## src/rtl/cla_nibble_subtractor_if.sv

```systemverilog
// Operand/result handshake bundle for the nibble-serial subtractor.
// The producer drives operands and out_ready; the subtractor drives the rest.
interface cla_nibble_subtractor_if #(
  parameter int W = 16
);
  logic         in_valid;
  logic         in_ready;
  logic [W-1:0] a;
  logic [W-1:0] b;
  logic         out_valid;
  logic         out_ready;
  logic [W-1:0] diff;
  logic         borrow_out;
  logic         overflow;
  logic         zero;

  modport master (
    output in_valid, a, b, out_ready,
    input  in_ready, out_valid, diff, borrow_out, overflow, zero
  );

  modport slave (
    input  in_valid, a, b, out_ready,
    output in_ready, out_valid, diff, borrow_out, overflow, zero
  );
endinterface

```

## src/rtl/cla_nibble_subtractor.sv

```systemverilog
// Nibble-serial A - B subtractor: one 4-bit borrow-lookahead slice is reused
// once per nibble, with the inter-nibble borrow held in a register.
module cla_nibble_subtractor #(
  parameter int NIBBLES = 4
) (
  input logic                     clk,
  input logic                     rst_n,
  cla_nibble_subtractor_if.slave  bus
);
  localparam int W    = 4 * NIBBLES;
  localparam int IDXW = (NIBBLES > 1) ? $clog2(NIBBLES) : 1;
  localparam logic [IDXW-1:0] LAST_IDX = IDXW'(NIBBLES - 1);

  typedef enum logic [1:0] {IDLE, RUN, DONE} state_t;

  state_t          r_state;
  state_t          w_state_next;
  logic            r_in_en;
  logic [W-1:0]    r_a;
  logic [W-1:0]    r_b;
  logic [W-1:0]    r_diff;
  logic [IDXW-1:0] r_idx;
  logic            r_borrow;
  logic            r_out_valid;
  logic            r_borrow_out;
  logic            r_overflow;
  logic            r_zero;

  logic            w_in_ready;
  logic            w_accept;
  logic            w_handoff;
  logic            w_last;
  logic [3:0]      w_nib_a;
  logic [3:0]      w_nib_bn;
  logic [4:0]      w_cla;
  logic            w_cout;
  logic [W-1:0]    w_diff_next;

  // 4-bit lookahead adder: all carries formed directly from P/G and cin.
  // Returns {cout, sum[3:0]}.
  function automatic logic [4:0] cla4(input logic [3:0] x,
                                      input logic [3:0] yn,
                                      input logic       cin);
    logic [3:0] p;
    logic [3:0] g;
    logic [4:0] c;
    p    = x ^ yn;
    g    = x & yn;
    c[0] = cin;
    c[1] = g[0] | (p[0] & cin);
    c[2] = g[1] | (p[1] & g[0]) | (p[1] & p[0] & cin);
    c[3] = g[2] | (p[2] & g[1]) | (p[2] & p[1] & g[0]) | (p[2] & p[1] & p[0] & cin);
    c[4] = g[3] | (p[3] & g[2]) | (p[3] & p[2] & g[1]) | (p[3] & p[2] & p[1] & g[0])
         | (p[3] & p[2] & p[1] & p[0] & cin);
    return {c[4], p ^ c[3:0]};
  endfunction

  // in_ready is held low until the first edge with reset released.
  assign w_in_ready = (r_state == IDLE) && r_in_en;
  assign w_accept   = bus.in_valid && w_in_ready;
  assign w_handoff  = r_out_valid && bus.out_ready;
  assign w_last     = (r_idx == LAST_IDX);

  // Current nibble: A_k + ~B_k + ~borrow (borrow is cleared at acceptance).
  assign w_nib_a  = r_a[{r_idx, 2'b00} +: 4];
  assign w_nib_bn = ~r_b[{r_idx, 2'b00} +: 4];
  assign w_cla    = cla4(w_nib_a, w_nib_bn, ~r_borrow);
  assign w_cout   = w_cla[4];

  // Result word with the current nibble merged in, so flags see the final value.
  always_comb begin
    w_diff_next = r_diff;
    w_diff_next[{r_idx, 2'b00} +: 4] = w_cla[3:0];
  end

  // Next-state decode for the IDLE -> RUN -> DONE sequence.
  always_comb begin
    w_state_next = r_state;
    case (r_state)
      IDLE:    if (w_accept)  w_state_next = RUN;
      RUN:     if (w_last)    w_state_next = DONE;
      DONE:    if (w_handoff) w_state_next = IDLE;
      default:                w_state_next = IDLE;
    endcase
  end

  // State register and ready-enable.
  always_ff @(posedge clk) begin
    if (!rst_n) begin
      r_state <= IDLE;
      r_in_en <= 1'b0;
    end else begin
      r_state <= w_state_next;
      r_in_en <= 1'b1;
    end
  end

  // Operand capture, nibble iteration, result and flag registers.
  always_ff @(posedge clk) begin
    if (!rst_n) begin
      r_diff       <= '0;
      r_idx        <= '0;
      r_borrow     <= 1'b0;
      r_out_valid  <= 1'b0;
      r_borrow_out <= 1'b0;
      r_overflow   <= 1'b0;
      r_zero       <= 1'b0;
    end else begin
      case (r_state)
        IDLE: begin
          if (w_accept) begin
            r_a      <= bus.a;
            r_b      <= bus.b;
            r_borrow <= 1'b0;
            r_idx    <= '0;
          end
        end
        RUN: begin
          r_diff   <= w_diff_next;
          r_borrow <= ~w_cout;
          if (w_last) begin
            r_borrow_out <= ~w_cout;
            r_overflow   <= (r_a[W-1] ^ r_b[W-1]) & (w_diff_next[W-1] ^ r_a[W-1]);
            r_zero       <= (w_diff_next == '0);
            r_out_valid  <= 1'b1;
          end else begin
            r_idx <= r_idx + IDXW'(1);
          end
        end
        DONE: begin
          if (w_handoff) r_out_valid <= 1'b0;
        end
        default: r_out_valid <= 1'b0;
      endcase
    end
  end

  assign bus.in_ready   = w_in_ready;
  assign bus.out_valid  = r_out_valid;
  assign bus.diff       = r_diff;
  assign bus.borrow_out = r_borrow_out;
  assign bus.overflow   = r_overflow;
  assign bus.zero       = r_zero;
endmodule
```

## src/flat_wrapper.sv

```systemverilog
// flat-port wrapper written by rule: the top's interface ports become plain ports
module cla_nibble_subtractor_flat 
#(
  parameter int NIBBLES = 4
)
  (clk, rst_n, bus_in_valid, bus_a, bus_b, bus_out_ready, bus_in_ready, bus_out_valid, bus_diff, bus_borrow_out, bus_overflow, bus_zero);
  cla_nibble_subtractor_if bus_i ();
  input logic clk;
  input logic rst_n;
  input wire logic [$bits(bus_i.in_valid)-1:0] bus_in_valid;
  input wire logic [$bits(bus_i.a)-1:0] bus_a;
  input wire logic [$bits(bus_i.b)-1:0] bus_b;
  input wire logic [$bits(bus_i.out_ready)-1:0] bus_out_ready;
  output wire logic [$bits(bus_i.in_ready)-1:0] bus_in_ready;
  output wire logic [$bits(bus_i.out_valid)-1:0] bus_out_valid;
  output wire logic [$bits(bus_i.diff)-1:0] bus_diff;
  output wire logic [$bits(bus_i.borrow_out)-1:0] bus_borrow_out;
  output wire logic [$bits(bus_i.overflow)-1:0] bus_overflow;
  output wire logic [$bits(bus_i.zero)-1:0] bus_zero;
  assign bus_i.in_valid = bus_in_valid;
  assign bus_i.a = bus_a;
  assign bus_i.b = bus_b;
  assign bus_i.out_ready = bus_out_ready;
  assign bus_in_ready = bus_i.in_ready;
  assign bus_out_valid = bus_i.out_valid;
  assign bus_diff = bus_i.diff;
  assign bus_borrow_out = bus_i.borrow_out;
  assign bus_overflow = bus_i.overflow;
  assign bus_zero = bus_i.zero;
  cla_nibble_subtractor #(.NIBBLES(NIBBLES)) u_core (.clk(clk), .rst_n(rst_n), .bus(bus_i));
endmodule
```

## config.mk

```make
export PLATFORM = sky130hd
export DESIGN_NAME = cla_nibble_subtractor_flat
export DESIGN_NICKNAME = d
export VERILOG_FILES = /design/src/rtl/cla_nibble_subtractor_if.sv /design/src/rtl/cla_nibble_subtractor.sv /design/src/flat_wrapper.sv
export SDC_FILE = /design/constraint.sdc
export NUM_CORES = 1
export LEC_CHECK = 0
export CORE_ASPECT_RATIO = 1.2
export CORE_UTILIZATION = 33
export CTS_CLUSTER_DIAMETER = 50
export CTS_CLUSTER_SIZE = 16
export DETAILED_ROUTE_END_ITERATION = 8
export MAX_ROUTING_LAYER = met4
export PLACE_DENSITY = 0.55
export SLEW_MARGIN = 20
export SYNTH_ARGS = -nofsm -noshare
export SYNTH_HDL_FRONTEND = slang
export SYNTH_SLANG_ARGS = --single-unit
export TNS_END_PERCENT = 20
```

## constraint.sdc

```tcl
create_clock -name clk -period 4.3 [get_ports clk]
set_input_delay 0.645 -clock clk [delete_from_list [all_inputs] [get_ports clk]]
set_output_delay 0.645 -clock clk [all_outputs]
set_load 0.01 [all_outputs]
```

==> metrics.csv <==
metric,value,unit
fill count,712,
Switch Pwr,0.289,mW
Die Y,99.3,µm
"Avg Cell Area, Syn",12.2,µm²
"Clk Latency, worst-skew pair",0.33,ns
Stages on worst setup path,10,
DRT antenna net count,0,
fraction of the mapped netlist area in simple logic gates,15.0,%
Internal,0.908,mW
cell area after synthesis,2600,µm²
Net Sw Frac,24.1,%
max incr delay on CP,0.68,ns
Multi-input gate area,1050,µm²
largest net degree at the start of global routing,33,
Setup TNS Final,0,ns
Inserted Diodes,0,
outcome,"finished, final reports clean",
max-cap viol count,0,
CTS tree,built,
RSZ-0062 raised after global routing,false,
number of enable flip-flop cells after synthesis,32,
row count,35,
pwr dens,348,nW/µm²
router iterations before antenna repair,4,
reg2reg path depth,10,
die area,8250,µm²
WL final,5230,µm
Fin. Hold Viols,0,
Worst Skew,0.00791,ns
sequential share of the synthesized area,56.9,%
Crit path buffers/inverters,2,
adder-cell share of the synthesized area,6.06,%
Area Overhead vs Synth,32.2,%
crit-path cells,"buf_4, mux4_2, inv_1, ha_1, nand2b_1, a21oi_1, xor2_1, o21ai_1, or4b_1, o31ai_2",
Max VDD drop,0.000205,V
Logic pwr share,13.5,%
via count,1807,
Placed Instance Area,3270,µm²
vias per inst,4.83,
Post CTS Setup Buffer Count,0,
#FFs+latches synth,58,
HPWL after DPL,3950,µm
DRC violations left,0,
CP Capture Type,register,
initial antenna violation count,0,
core area,7660,µm²
number of global-route vias before repair,1892,
largest family of logic cells by synthesized area,simple AND/OR/NAND/NOR gates,
Max Slew Vio Count,0,
Initial DRC Count,63,
minimum clock period,3.12,ns
FMAX,0.320,GHz
Worst Path Max Fanout,14,
PortBufs,56,
Starting Density,34.0,%
"CTS clk-pin slew, worst paths",0.06,ns
post-route cell area,3440,µm²
Final Net Count,325,
share of layout cells above drive strength 1,10.6,%
Leakage,1.22,nW
Final GP Congestion,0.761,
Top-Level Pins,57,
hold path cells,2,
crit path kind,reg2reg,
final setup fails,0,
CTS Buffer Depth,2,
Compound-Gate Fraction of Synth Area,11.2,%
TritonCTS buffer count,9,
Seq. cell area,1480,µm²
ys flop type,edfxtp_1,
Num Clock Sinks,58,
period utilisation layout,72.6,%
slew margin rel.,61.8,%
H-tree Lvls,3,
global-route usage over all layers,14.4,%
Yosys cell types,42,
crit-path leading delay family,flip-flops,
sequential fraction of design power,51.3,%
xor/xnor share of the synthesized area,0.673,%
critical path required time,4.55,ns
Die Wd,83.1,µm
first-pass GRT wire length,8780,µm
power share of the clock group,35.2,%
WL per Instance,14.0,µm
CP max stage cell,dfxtp_1,
Worst Max-Slew Pin Slew,0.573,ns
cts hold-fix bufs,0,
post-synthesis instance total,214,
"Arr. time, crit path",3.37,ns
"FFs w/ async S/R, synth",0,%
startpoint type of the worst setup path,register,
min-delay worst type,reg2reg,
total gr overflow,0,
cts repair resizes,0,
mux contribution to synthesized area,7.31,%
Yosys Warn Count,0,
clock root buffer master,clkbuf_8,
Mapped Nets,262,
placed cells by master, fill, tap and decap left out, types with 5 or more instances in the layout:
cell type	n
dfxtp_1	26
nand2_1	21
inv_1	11
ha_1	11
clkbuf_8	10
clkdlybuf4s50_1	56
mux4_2	8
a21boi_0	5
nor2b_1	14
and2_1	6
edfxtp_1	32
a21oi_1	7
o21ai_0	6
nor2_1	8
a22oi_1	10
cells in the mapped netlist, types with 2 or more instances:
master,instances,area (µm²)
a21boi_0,5,37.5
a21oi_1,7,35.0
a22oi_1,10,75.1
a31oi_1,2,12.5
and2_1,6,37.5
and3_2,2,15.0
buf_2,3,15.0
clkbuf_1,5,18.8
dfxtp_1,26,521
edfxtp_1,32,961
ha_1,11,138
inv_1,11,41.3
mux4_2,8,180
nand2_1,21,78.8
nand2b_1,3,18.8
nand3_1,3,15.0
nand4_1,2,12.5
nor2_1,8,30.0
nor2b_1,14,87.6
nor4_1,3,18.8
o211a_1,2,20.0
o21ai_0,6,30.0
o21ai_1,2,10.0
o22ai_1,4,25.0
final cells by class:
type	count	area share, %
well taps	92	3.35
clock inverters	4	0.582
clock buffers	12	4.22
multi-input cells	137	30.4
inverters	11	1.20
repair buffers	60	17.2
flip-flops and latches	58	43.1
per-layer routing:
| metal | routed length [µm] | global-route usage [%] |
|---|---|---|
| met1 | 2190 | 15.3 |
| met2 | 2690 | 24.5 |
| met3 | 255 | 4.48 |
| met4 | 102 | 6.90 |
| met5 | 0 | - |
final timing paths:
kind,start,to,slack [ns]
min,u_core.bus.diff[5],u_core.bus.diff[5],0.48
max reg2reg,u_core.r_idx[0],u_core.bus.zero,1.18
min reg2reg,u_core.bus.diff[5],u_core.bus.diff[5],0.48
max,u_core.r_idx[0],u_core.bus.zero,1.18
metrics by stage:
stage | power, mW | std cells | utilization, % | setup slack, ns | hold WS, ns
6_report | 1.20 | 374 | 44.9 | 1.18 | 0.482
5_1_grt | 1.26 | 374 | 44.9 | 0.948 | 0.514
4_1_cts | 1.22 | 374 | 44.9 | 1.15 | 0.486
3_5_place_dp | 0.790 | 358 | 42.7 | 1.17 | 0.479
2_1_floorplan | 0.718 | 214 | - | 1.46 | 0.475
3_3_place_gp | 0.788 | 358 | 42.7 | 1.25 | 0.472
logic make-up (layout without fill, tap and decap cells):
logic type,Yosys count,count (layout)
mux,9,9
buf+inv,19,87
xor+xnor,2,2
compound gates,43,43
fa+ha+maj,12,12
simple gates,71,71
flops,58,58
power groups by stage:
stage | clock network, mW | logic [mW] | registers, mW
2_1_floorplan | 0 | 0.0964 | 0.622
3_3_place_gp | 0 | 0.163 | 0.625
3_5_place_dp | 0 | 0.165 | 0.626
4_1_cts | 0.437 | 0.165 | 0.614
5_1_grt | 0.462 | 0.180 | 0.615
6_report | 0.421 | 0.162 | 0.613
worst register-to-register path: cells and delay by family (launching register included):
family,cells,cell delay [ns]
simple gates,2,0.55
xor+xnor,1,0.21
flops,1,0.68
compound gates,3,0.44
buf+inv,2,0.39
fa+ha+maj,1,0.23
mux,1,0.55
sequential cells by signal (all words and copies together) (netlist names):
signal / flops
u_core.r_borrow: 1
u_core.bus.borrow_out: 1
u_core.bus.diff: 16
u_core.r_idx: 2
u_core.r_b: 16
u_core.r_in_en: 1
u_core.bus.zero: 1
u_core.r_a: 16
u_core.bus.out_valid: 1
u_core.bus.overflow: 1
u_core.r_state: 2
No activity file was read; power rests on OpenSTA's default activity.
